===== config.mk =====
export PLATFORM = sky130hd
export DESIGN_NAME = div5_seq_radix8
export DESIGN_NICKNAME = d
export VERILOG_FILES = /design/src/rtl/div5_pkg.sv /design/src/rtl/div5_digit_lut.sv /design/src/rtl/div5_seq_radix8.sv
export SDC_FILE = /design/constraint.sdc
export NUM_CORES = 1
export LEC_CHECK = 0
export BUFFER_PORTS_ARGS = -buffer_cell sky130_fd_sc_hd__buf_2
export CELL_PAD_IN_SITES_DETAIL_PLACEMENT = 1
export CELL_PAD_IN_SITES_GLOBAL_PLACEMENT = 2
export CORE_MARGIN = 2
export CORE_UTILIZATION = 34
export CTS_BUF_LIST = sky130_fd_sc_hd__clkbuf_16
export CTS_CLUSTER_SIZE = 8
export DETAILED_ROUTE_END_ITERATION = 8
export PLACE_DENSITY = 0.79
export RECOVER_POWER = 25
export REMOVE_ABC_BUFFERS = 1
export SYNTH_ARGS = -nofsm -noshare
export SYNTH_HDL_FRONTEND = slang
export SYNTH_SLANG_ARGS = --single-unit

===== constraint.sdc =====
create_clock -name clk -period 3.3 [get_ports clk]
set_input_delay 0.66 -clock clk [delete_from_list [all_inputs] [get_ports clk]]
set_output_delay 0.66 -clock clk [all_outputs]
set_load 0.01 [all_outputs]

===== src/rtl/div5_pkg.sv =====
// Shared types and the radix-8 divide-by-5 digit function used by div5_seq_radix8.
package div5_pkg;

    localparam int DIGIT_W = 3;
    localparam int REM_W   = 3;
    localparam int DIVISOR = 5;
    localparam int V_W     = REM_W + DIGIT_W;

    typedef enum logic [1:0] {
        IDLE,
        RUN,
        DONE
    } div5_state_t;

    function automatic int steps(input int w);
        return (w + 2) / 3;
    endfunction

    // Remainders above DIVISOR-1 can never occur; they map to zero so the LUT is fully specified.
    function automatic logic [V_W-1:0] div5_digit(input logic [REM_W-1:0] rem,
                                                  input logic [DIGIT_W-1:0] d);
        logic [V_W-1:0] v;
        v = {rem, d};
        if (rem > REM_W'(DIVISOR - 1)) begin
            return '0;
        end
        return {DIGIT_W'(v / V_W'(DIVISOR)), REM_W'(v % V_W'(DIVISOR))};
    endfunction

endpackage


===== src/rtl/div5_digit_lut.sv =====
// Combinational 6-in/6-out digit step: {rem,d} -> {q,r} with 8*rem+d = 5*q + r.
module div5_digit_lut
    import div5_pkg::*;
(
    input  logic [V_W-1:0] idx,
    output logic [V_W-1:0] val
);

    assign val = div5_digit(idx[V_W-1 -: REM_W], idx[DIGIT_W-1:0]);

endmodule


===== src/rtl/div5_seq_radix8.sv =====
// Iterative unsigned divide-by-5, one radix-8 digit per clock, MSB first.
// Optional remainder output enabled by defining DIV5_REM_OUT_EN.
module div5_seq_radix8
    import div5_pkg::*;
#(
    parameter int W = 64
) (
    input  logic         clk,
    input  logic         rst_n,
    input  logic         in_valid,
    output logic         in_ready,
    input  logic [W-1:0] in_data,
    output logic         out_valid,
    input  logic         out_ready,
    output logic [W-1:0] out_quot
`ifdef DIV5_REM_OUT_EN
    ,
    output logic [REM_W-1:0] out_rem
`endif
);

    localparam int STEPS = steps(W);
    localparam int PW    = DIGIT_W * STEPS;
    localparam int CNT_W = $clog2(STEPS + 1);

    div5_state_t        state;
    div5_state_t        state_nxt;
    logic [PW-1:0]      shreg;
    logic [PW-1:0]      quot;
    logic [REM_W-1:0]   rem;
    logic [CNT_W-1:0]   cnt;
    logic [DIGIT_W-1:0] d;
    logic [DIGIT_W-1:0] qdigit;
    logic [REM_W-1:0]   rem_nxt;
    logic [V_W-1:0]     lut_val;
    logic               last_step;
    logic               accept;

    assign d         = shreg[PW-1 -: DIGIT_W];
    assign last_step = (cnt == CNT_W'(STEPS - 1));
    assign accept    = in_valid && in_ready;

    div5_digit_lut u_lut (
        .idx({rem, d}),
        .val(lut_val)
    );

    assign qdigit  = lut_val[V_W-1 -: DIGIT_W];
    assign rem_nxt = lut_val[REM_W-1:0];

    always_ff @(posedge clk or negedge rst_n) begin
        if (!rst_n) begin
            state <= IDLE;
        end else begin
            state <= state_nxt;
        end
    end

    always_comb begin
        state_nxt = state;
        in_ready  = 1'b0;
        out_valid = 1'b0;
        case (state)
            IDLE: begin
                in_ready = 1'b1;
                if (in_valid) begin
                    state_nxt = RUN;
                end
            end
            RUN: begin
                if (last_step) begin
                    state_nxt = DONE;
                end
            end
            DONE: begin
                out_valid = 1'b1;
                if (out_ready) begin
                    state_nxt = IDLE;
                end
            end
            default: state_nxt = IDLE;
        endcase
    end

    // Digit recurrence: consume the dividend MSB-first, shift quotient digits in at the bottom.
    always_ff @(posedge clk or negedge rst_n) begin
        if (!rst_n) begin
            shreg <= '0;
            quot  <= '0;
            rem   <= '0;
            cnt   <= '0;
        end else if (accept) begin
            shreg <= PW'(in_data);
            quot  <= '0;
            rem   <= '0;
            cnt   <= '0;
        end else if (state == RUN) begin
            shreg <= shreg << DIGIT_W;
            quot  <= {quot[PW-DIGIT_W-1:0], qdigit};
            rem   <= rem_nxt;
            cnt   <= cnt + 1'b1;
        end
    end

    // Padding digits are leading zeros of the dividend, so quot[PW-1:W] is always zero.
    assign out_quot = quot[W-1:0];
`ifdef DIV5_REM_OUT_EN
    assign out_rem = rem;
`endif

    a_rem_range : assert property (@(posedge clk) disable iff (!rst_n) rem <= REM_W'(DIVISOR - 1));

    generate
        if (PW > W) begin : g_pad_zero
            a_quot_pad : assert property (@(posedge clk) disable iff (!rst_n) quot[PW-1:W] == '0);
        end
    endgenerate

endmodule


== Yosys cells after proc, flatten, opt, wreduce, memory -nomap -nowiden ==
Cells that the tools add are included.
Word-level totals
  register bits after elaboration: 140
  bits in latches: 0
  RAM bits: 0
  bits in read-only memories: 0
  input bits: 68
  output and inout bits: 66
  memories: 0
Operators by class
  add/subtract/negate cells: 1
  multiply operators: 0
  divide/modulo/power cells: 2
  order comparisons: 1
  equal/unequal tests: 6
  shift-type cells: 0
  muxes and demuxes: 17
  bitwise operators: 0
  reductions and logical operators: 4
Operators by type and width (number)
  66-bit 2-to-1 mux: 2
  64-bit 2-to-1 mux: 2
  6-bit 2-to-1 mux: 2
  5-bit 2-to-1 mux: 2
  6-bit by 3-bit divider with 6-bit output (second input constant): 1
  6-bit by 3-bit remainder unit with 6-bit output (second input constant): 1
  2-bit 2-to-1 mux: 3
  3-bit 2-to-1 mux: 2
  2-bit != test (second input constant): 3
  2-bit case mux with 3 select lines: 1
  5-bit by 1-bit adder with 5-bit output (second input constant): 1
  5-bit equality test (second input constant): 1
  3-bit greater-than comparator (second input constant): 1
  1-bit 2-to-1 mux: 3
  3-bit AND reduction: 1
  2-bit by 1-bit equality test with 1-bit output (second input constant): 1
  2-bit equality test (second input constant): 1
  2-bit logical NOT: 1
  2-bit nonzero test: 1
  1-bit logical AND: 1

== Depth between registers and ports, before layout ==
Gate-level depths: netlist of the first run.
  depth after elaboration: 5
  mapped depth: 10

== By module ==
Synthesis of the first run repeated with hierarchy kept, for this count alone.
Second synthesis, totals
  cells, all modules: 684
  area total of the unflattened synthesis: 6259.8 um2
Modules (own cells, without submodules)
  div5_seq_radix8: instances 1, cells an instance 612, area each 5783.0 um2, seq. area each 3503.4 um2
  div5_digit_lut: instances 1, cells an instance 72, area each 476.7 um2, seq. area each 0.0 um2

== Least setup slack after synthesis of the first run ==
OpenSTA, ideal clock, no wires.
  path type: reg2reg
  start: reg rem[0]
  end: reg rem[1]
  data arrival time: 2.349 ns
  slack: 0.856 ns
  cell stages (with the launch flop): 10
  path buffers: 0
  period minus slack after synthesis: 2.444 ns
  path through: dfrtp_1 or3b_2 a31oi_1 a311oi_2 ha_1 and2b_2 a211oi_2 o31a_1 o31a_1 o31ai_1
On the way
  word-level cells in the longest chain between the ends: 5
  elaborated cells between the ends (all ways): 6
RTL lines
  from (decl): RTL line div5_seq_radix8.sv:30  | logic [REM_W-1:0] rem;
  from (signal assigned): RTL line div5_seq_radix8.sv:100  | rem <= rem_nxt;
  parallel branches: the longest is 2 deep, another holds 6-bit by 3-bit remainder unit with 6-bit output
  6-bit 2-to-1 mux (*): RTL line div5_pkg.sv:27  | return {DIGIT_W'(v / V_W'(DIVISOR)), REM_W'(v % V_W'(DIVISOR))};
  3-bit 2-to-1 mux (*): RTL line div5_seq_radix8.sv:97  | end else if (state == RUN) begin
  3-bit 2-to-1 mux (*): RTL line div5_seq_radix8.sv:92  | end else if (accept) begin
Every way passes the cells marked *. The select of a mux whose other input is x is not followed.
A chain may end at the register's enable or synchronous reset.

== Final worst setup path of the first run ==
  start: reg rem[1]
  end: reg rem[1]
Same word-level chain as after synthesis.

==> impl_metrics.ini, run 1 <==
[run_status]
status = complete, but fails checks
violations = max-capacitance violations, max-slew violations

[critical_path]
arrival_ns = 3.37
cp_max_fo = 17
cp_data_required_time_ns = 3.61
endpoint = rem[1]
worst_setup_path_end_kind = flip-flop
cp_slowest_stage_delay_ns = 0.64
start_kind = flip-flop
r2r-start = rem[1]
critical_path_class = flip-flop to flip-flop
reg2reg_to = rem[1]
ff2ff_path_depth = 9
startpoint = rem[1]
critPathSlowestCell = dfrtp_1
crit_path_cell_trace = or2b_1 -> xnor2_1 -> a311oi_2 -> ha_1 -> and2b_2 -> nand3_1 -> a22o_1 -> o31a_1 -> o31ai_1
reg2reg_slack_ns = 0.23

[cts]
h-tree-depth = 4
cts_buffer_depth = 2
hold_buffers = 0
worstSkewPairLatency_ns = 0.41
postCtsSetupRepairBufs = 0
clkTransAtPathRegs_ns = 0.06
cts_made_buffers = 17
tritoncts = yes
post_cts_resize_count = 0
clock-sinks = 140
cts_root_buf = clkbuf_16

[die]
core-area_mm2 = 0.0171
rows = 48
die_y_um = 136
start_util_pct = 34.4
die_width_um = 136
die_area_mm2 = 0.0184
ioPinCount = 134

[global_routing]
grt_max_degree = 130
grt_pass1_vias = 5018
antenna_found_initial = 3
grt_overflow = 0
grt_usage_pct = 17.4
grt_first_pass_wirelength_mm = 25.4

[power]
seqPwrFrac_pct = 38.5
switching_share_pct = 36.6
p_sw_mw = 2.86
pwr-share-comb_pct = 35.4
power.leakage_nw = 3.70
ir_drop_mv = 0.384
p_total_mw = 7.82
intPower_mw = 4.96
power_density_mw_per_mm2 = 1070
p_clk_share_pct = 26.1

[drt]
first_pass_iters = 4
wl_per_cell_um = 16.8
drtIter0Drc = 201
routed_wl_mm = 15.1
drc = 0
ant_nets = 0
num_vias = 4739
viasPerCell = 5.29

[sta]
slew_violations = 84
setup_slack_ns = 0.234
final-setup-viol-count = 0
holdWs_ns = 0.446
skew_ns = 0.00670
fmax_mhz = 326
final.min_clock_period_ns = 3.07
tns_ns = 0
worst_pin_slew_ns = 2.17
fin_crit_sh_pct = 92.9
slew_headroom_pct = -44.5
hold_viol_final = 0
grt_setup_unrepaired = no

[finish]
regArea_mm2 = 0.00350
nets = 730
nFillCells = 1921
diodes = 0
drive_above_1_share_pct = 26.5
utilization_pct = 42.9
fin_cells = 896
multi_input_area_mm2 = 0.00216
area_growth_pct = 24.5
design_area_mm2 = 0.00734

[logic_synthesis]
yosysMostFrequentCell = dfrtp_1
synth_edf_count = 0
synthesis.area_mm2 = 0.00589
ys_seq_area_share_pct = 59.4
ys_ff_latch = 140
synth_top_family_by_area = compound AO/OA/AOI/OAI gates
yosys.area.top_type = dfrtp_1
synthXorXnorAreaFrac_pct = 0.297
synth_top_area_share_pct = 59.4
synth_area_leaders = dfrtp_1, a22o_1, nand2_1, a22oi_1, clkbuf_1
ys.flop_type = dfrtp_1
ys_types = 47
ys_async_sr_fraction_pct = 100
netlist_instances = 541
avgSynthCellArea_um2 = 10.9
synth_compound_area_share_pct = 21.3
synthMuxAreaShare_pct = 0.340
synth_adder_area_share_pct = 0.849
yosys-top-cells-count = dfrtp_1, nand2_1, a22o_1
synthSimpleGateAreaFrac_pct = 13.7
yosysWarnings = 0

[placement]
place_congestion = 0.778
io_buffers = 133
place_ws_ns = 0.272
dp_hpwl_mm = 9.74
dp.cells = 864
dpl_cell_area_mm2 = 0.00672

[run]
drv_cap = 1

[worst_hold_path]
timing.hold.worst.start = in_data[0]
hp-class = input pin to flip-flop
## kinds of logic (layout without fill, tap and decap cells)
family          count (synthesis)  in the layout
mux                             2              2
xor+xnor                        2              2
flops                         140            140
compound gates                161            161
simple gates                  183            183
fa+ha+maj                       4              4
buf+inv                        49            179
## per-layer routing
layer,vias to the layer above,global-route usage (%),wire length [µm]
li1,2178,-,-
met1,2406,23.0,6700
met2,129,27.5,7080
met3,22,5.84,1080
met4,4,4.92,179
met5,-,0,23
## flip-flops by register name (all words and copies together) (netlist names)
register,cells
cnt,5
quot,64
rem,3
shreg,66
state,2
## area by class of cell
class | count | area share, %
multi-input combinational | 352 | 29.5
inverter | 6 | 0.307
timing repair buffer | 141 | 10.0
clock inverter | 15 | 2.80
clock buffer | 17 | 5.80
sequential | 140 | 47.8
tap | 225 | 3.84
## worst min path at each step
stage,end,slack (ns),depth (start not counted)
after floorplan,cnt[0],0.36,0
after global placement,shreg[41],0.46,2
after detailed placement,shreg[42],0.46,2
after CTS,quot[27],0.33,1
after global routing,shreg[1],0.44,3
final,shreg[0],0.45,3
## placed cells by master (no fill, tap or decap), types with 4 or more instances in the layout
cell and n:
a22oi_1 60, dfrtp_1 140, buf_4 6, buf_2 132, nand2_1 138, nand3_1 9, ha_1 4, clkbuf_16 17
nor2_1 4, nor2b_1 4, a22o_1 65, o21ai_0 13, bufinv_16 5, a21oi_1 7, inv_1 8
## power by group through the flow
| stage | registers, mW | clock network [mW] | logic, mW |
|---|---|---|---|
| final | 3.01 | 2.04 | 2.77 |
| after global routing | 3.12 | 2.18 | 3.15 |
| after CTS | 3.02 | 2.10 | 2.82 |
| after detailed placement | 3.04 | 0 | 2.80 |
| after global placement | 2.99 | 0 | 2.68 |
| after floorplan | 3.02 | 0 | 1.89 |
## worst max-delay path, delay by kind of cell, from the launching register on
kind / cells / cell delay [ns]
simple gates: 3 / 0.65
xor+xnor: 1 / 0.15
compound gates: 4 / 1.20
flops: 1 / 0.64
fa+ha+maj: 1 / 0.32
Note: power is estimated with default switching activity, not from simulation.
==> run 2, diff against run 1 <==
--- a/config.mk
+++ b/config.mk
@@ -13,6 +13,7 @@
 export CTS_BUF_LIST = sky130_fd_sc_hd__clkbuf_16
 export CTS_CLUSTER_SIZE = 8
 export DETAILED_ROUTE_END_ITERATION = 8
+export MAX_ROUTING_LAYER = met4
 export PLACE_DENSITY = 0.79
 export RECOVER_POWER = 25
 export REMOVE_ABC_BUFFERS = 1
==> impl_metrics.ini, run 2 (synthesized netlist as in run 1, its figures left out) <==
[drt]
wl_per_cell_um = 16.8
drtIter0Drc = 197
first_pass_iters = 4
routed_wl_mm = 15.1
viasPerCell = 5.27
num_vias = 4737
drc = 0
ant_nets = 0

[critical_path]
cp_data_required_time_ns = 3.61
crit_path_cell_trace = or2b_1 -> xnor2_1 -> a311oi_2 -> ha_1 -> and2b_2 -> nand3_1 -> a22o_1 -> o31a_1 -> o31ai_1
critPathTopFamily = compound AO/OA/AOI/OAI gates
cp_max_fo = 17
worst_setup_path_end_kind = flip-flop
critPathSlowestCell = dfrtp_1
cp_slowest_stage_delay_ns = 0.64
critical_path_class = flip-flop to flip-flop
arrival_ns = 3.36
start_kind = flip-flop
crit_buf_inv = 0

[sta]
slew_violations = 84
slew_headroom_pct = -43.8
worst_pin_slew_ns = 2.16
fmax_mhz = 327
grt_setup_unrepaired = no
final-setup-viol-count = 0
skew_ns = 0.00620
setup_slack_ns = 0.243
final.min_clock_period_ns = 3.06
fin_crit_sh_pct = 92.6
hold_viol_final = 0

[cts]
cts_root_buf = clkbuf_16
h-tree-depth = 4
tritoncts = yes
cts_buffer_depth = 2
clock-sinks = 140
clkTransAtPathRegs_ns = 0.06
postCtsSetupRepairBufs = 0
hold_buffers = 0
post_cts_resize_count = 0
cts_made_buffers = 17
worstSkewPairLatency_ns = 0.41

[finish]
final_common_cell = dfrtp_1
largest_registers = shreg (66), quot (64), cnt (5)
final_cell_mix = dfrtp_1, nand2_1, buf_2
area_growth_pct = 24.6
drive_above_1_share_pct = 26.5
nets = 730
largest_register_ffs = 66
regMostFlops = shreg
design_area_mm2 = 0.00734

[global_routing]
grt_first_pass_wirelength_mm = 25.4
grt_overflow = 0
grt_usage_pct = 17.9
grt_pass1_vias = 5025
grt_max_degree = 130
antenna_found_initial = 3

[run_status]
status = complete, but fails checks
violations = max-capacitance violations, max-slew violations

[die]
die_y_um = 136
die_width_um = 136
die_area_mm2 = 0.0184
ioPinCount = 134
rows = 48
start_util_pct = 34.4
core-area_mm2 = 0.0171

[placement]
io_buffers = 133
place_ws_ns = 0.272
dpl_cell_area_mm2 = 0.00672
place_congestion = 0.789
dp_hpwl_mm = 9.74

[worst_hold_path]
hp-class = input pin to flip-flop

[power]
power.leakage_nw = 3.70
ir_drop_mv = 0.381
power_density_mw_per_mm2 = 1070

[run]
drv_cap = 1
==> run 2: cell count changes in the layout (fill, tap and decap cells not counted) <==
cell     delta
diode_2     +3
==> run 2: routing by layer <==
metal | global-route usage (%) | part of all wire (%) | up-vias
met1 | 22.9 | 45 | 2404
met2 | 27.6 | 47 | 132
met5 | - | 0 | -
li1 | - | - | 2183
met3 | 5.76 | 7.2 | 18
met4 | 4.92 | 1.1 | 0
==> run 2: power by group <==
| part | internal, mW | leakage [nW] | switching [mW] |
|---|---|---|---|
| Clock | 1.33 | 0.314 | 0.714 |
| Sequential | 2.43 | 1.80 | 0.584 |
| Combinational | 1.20 | 1.59 | 1.57 |
==> run 2: path summary, 6_finish.rpt <==
check | end | startpoint | slack, ns | depth (start not counted)
hold reg to reg | shreg[42] | shreg[42] | 0.48 | 2
max in group asynchronous | quot[16] | rst_n | 0.82 | 2
min in group asynchronous | quot[27] | rst_n | 0.84 | 1
hold / removal | shreg[0] | in_data[0] | 0.45 | 3
setup reg to reg | rem[1] | rem[1] | 0.24 | 9
setup / recovery | rem[1] | rem[1] | 0.24 | 9
==> run 2: per-stage QoR <==
stage               total power, mW  TNS [ns]  std cells  util [%]  hold slack [ns]
global route                   8.45         0        899      42.9            0.440
floorplan                      4.91  -1019.24        498         -            0.364
detailed placement             5.84         0        864      39.2            0.464
CTS                            7.94         0        896      42.9            0.334
global placement               5.67         0        864      39.2            0.459
finish                         7.82         0        899      42.9            0.447
==> run 2: tightest hold or removal path, stage by stage <==
cell	delay [ns]
buf_2	0.07
nand2_1	0.04
nand2_1	0.05
==> run 2: area by class of cell <==
class / count / area (µm²)
clock buffer: 17 / 425
antenna: 3 / 7.51
tap: 225 / 282
multi-input combinational: 352 / 2160
clock inverter: 15 / 205
fill: 1920 / 9770
timing repair buffer: 141 / 734
sequential: 140 / 3500
inverter: 6 / 22.5
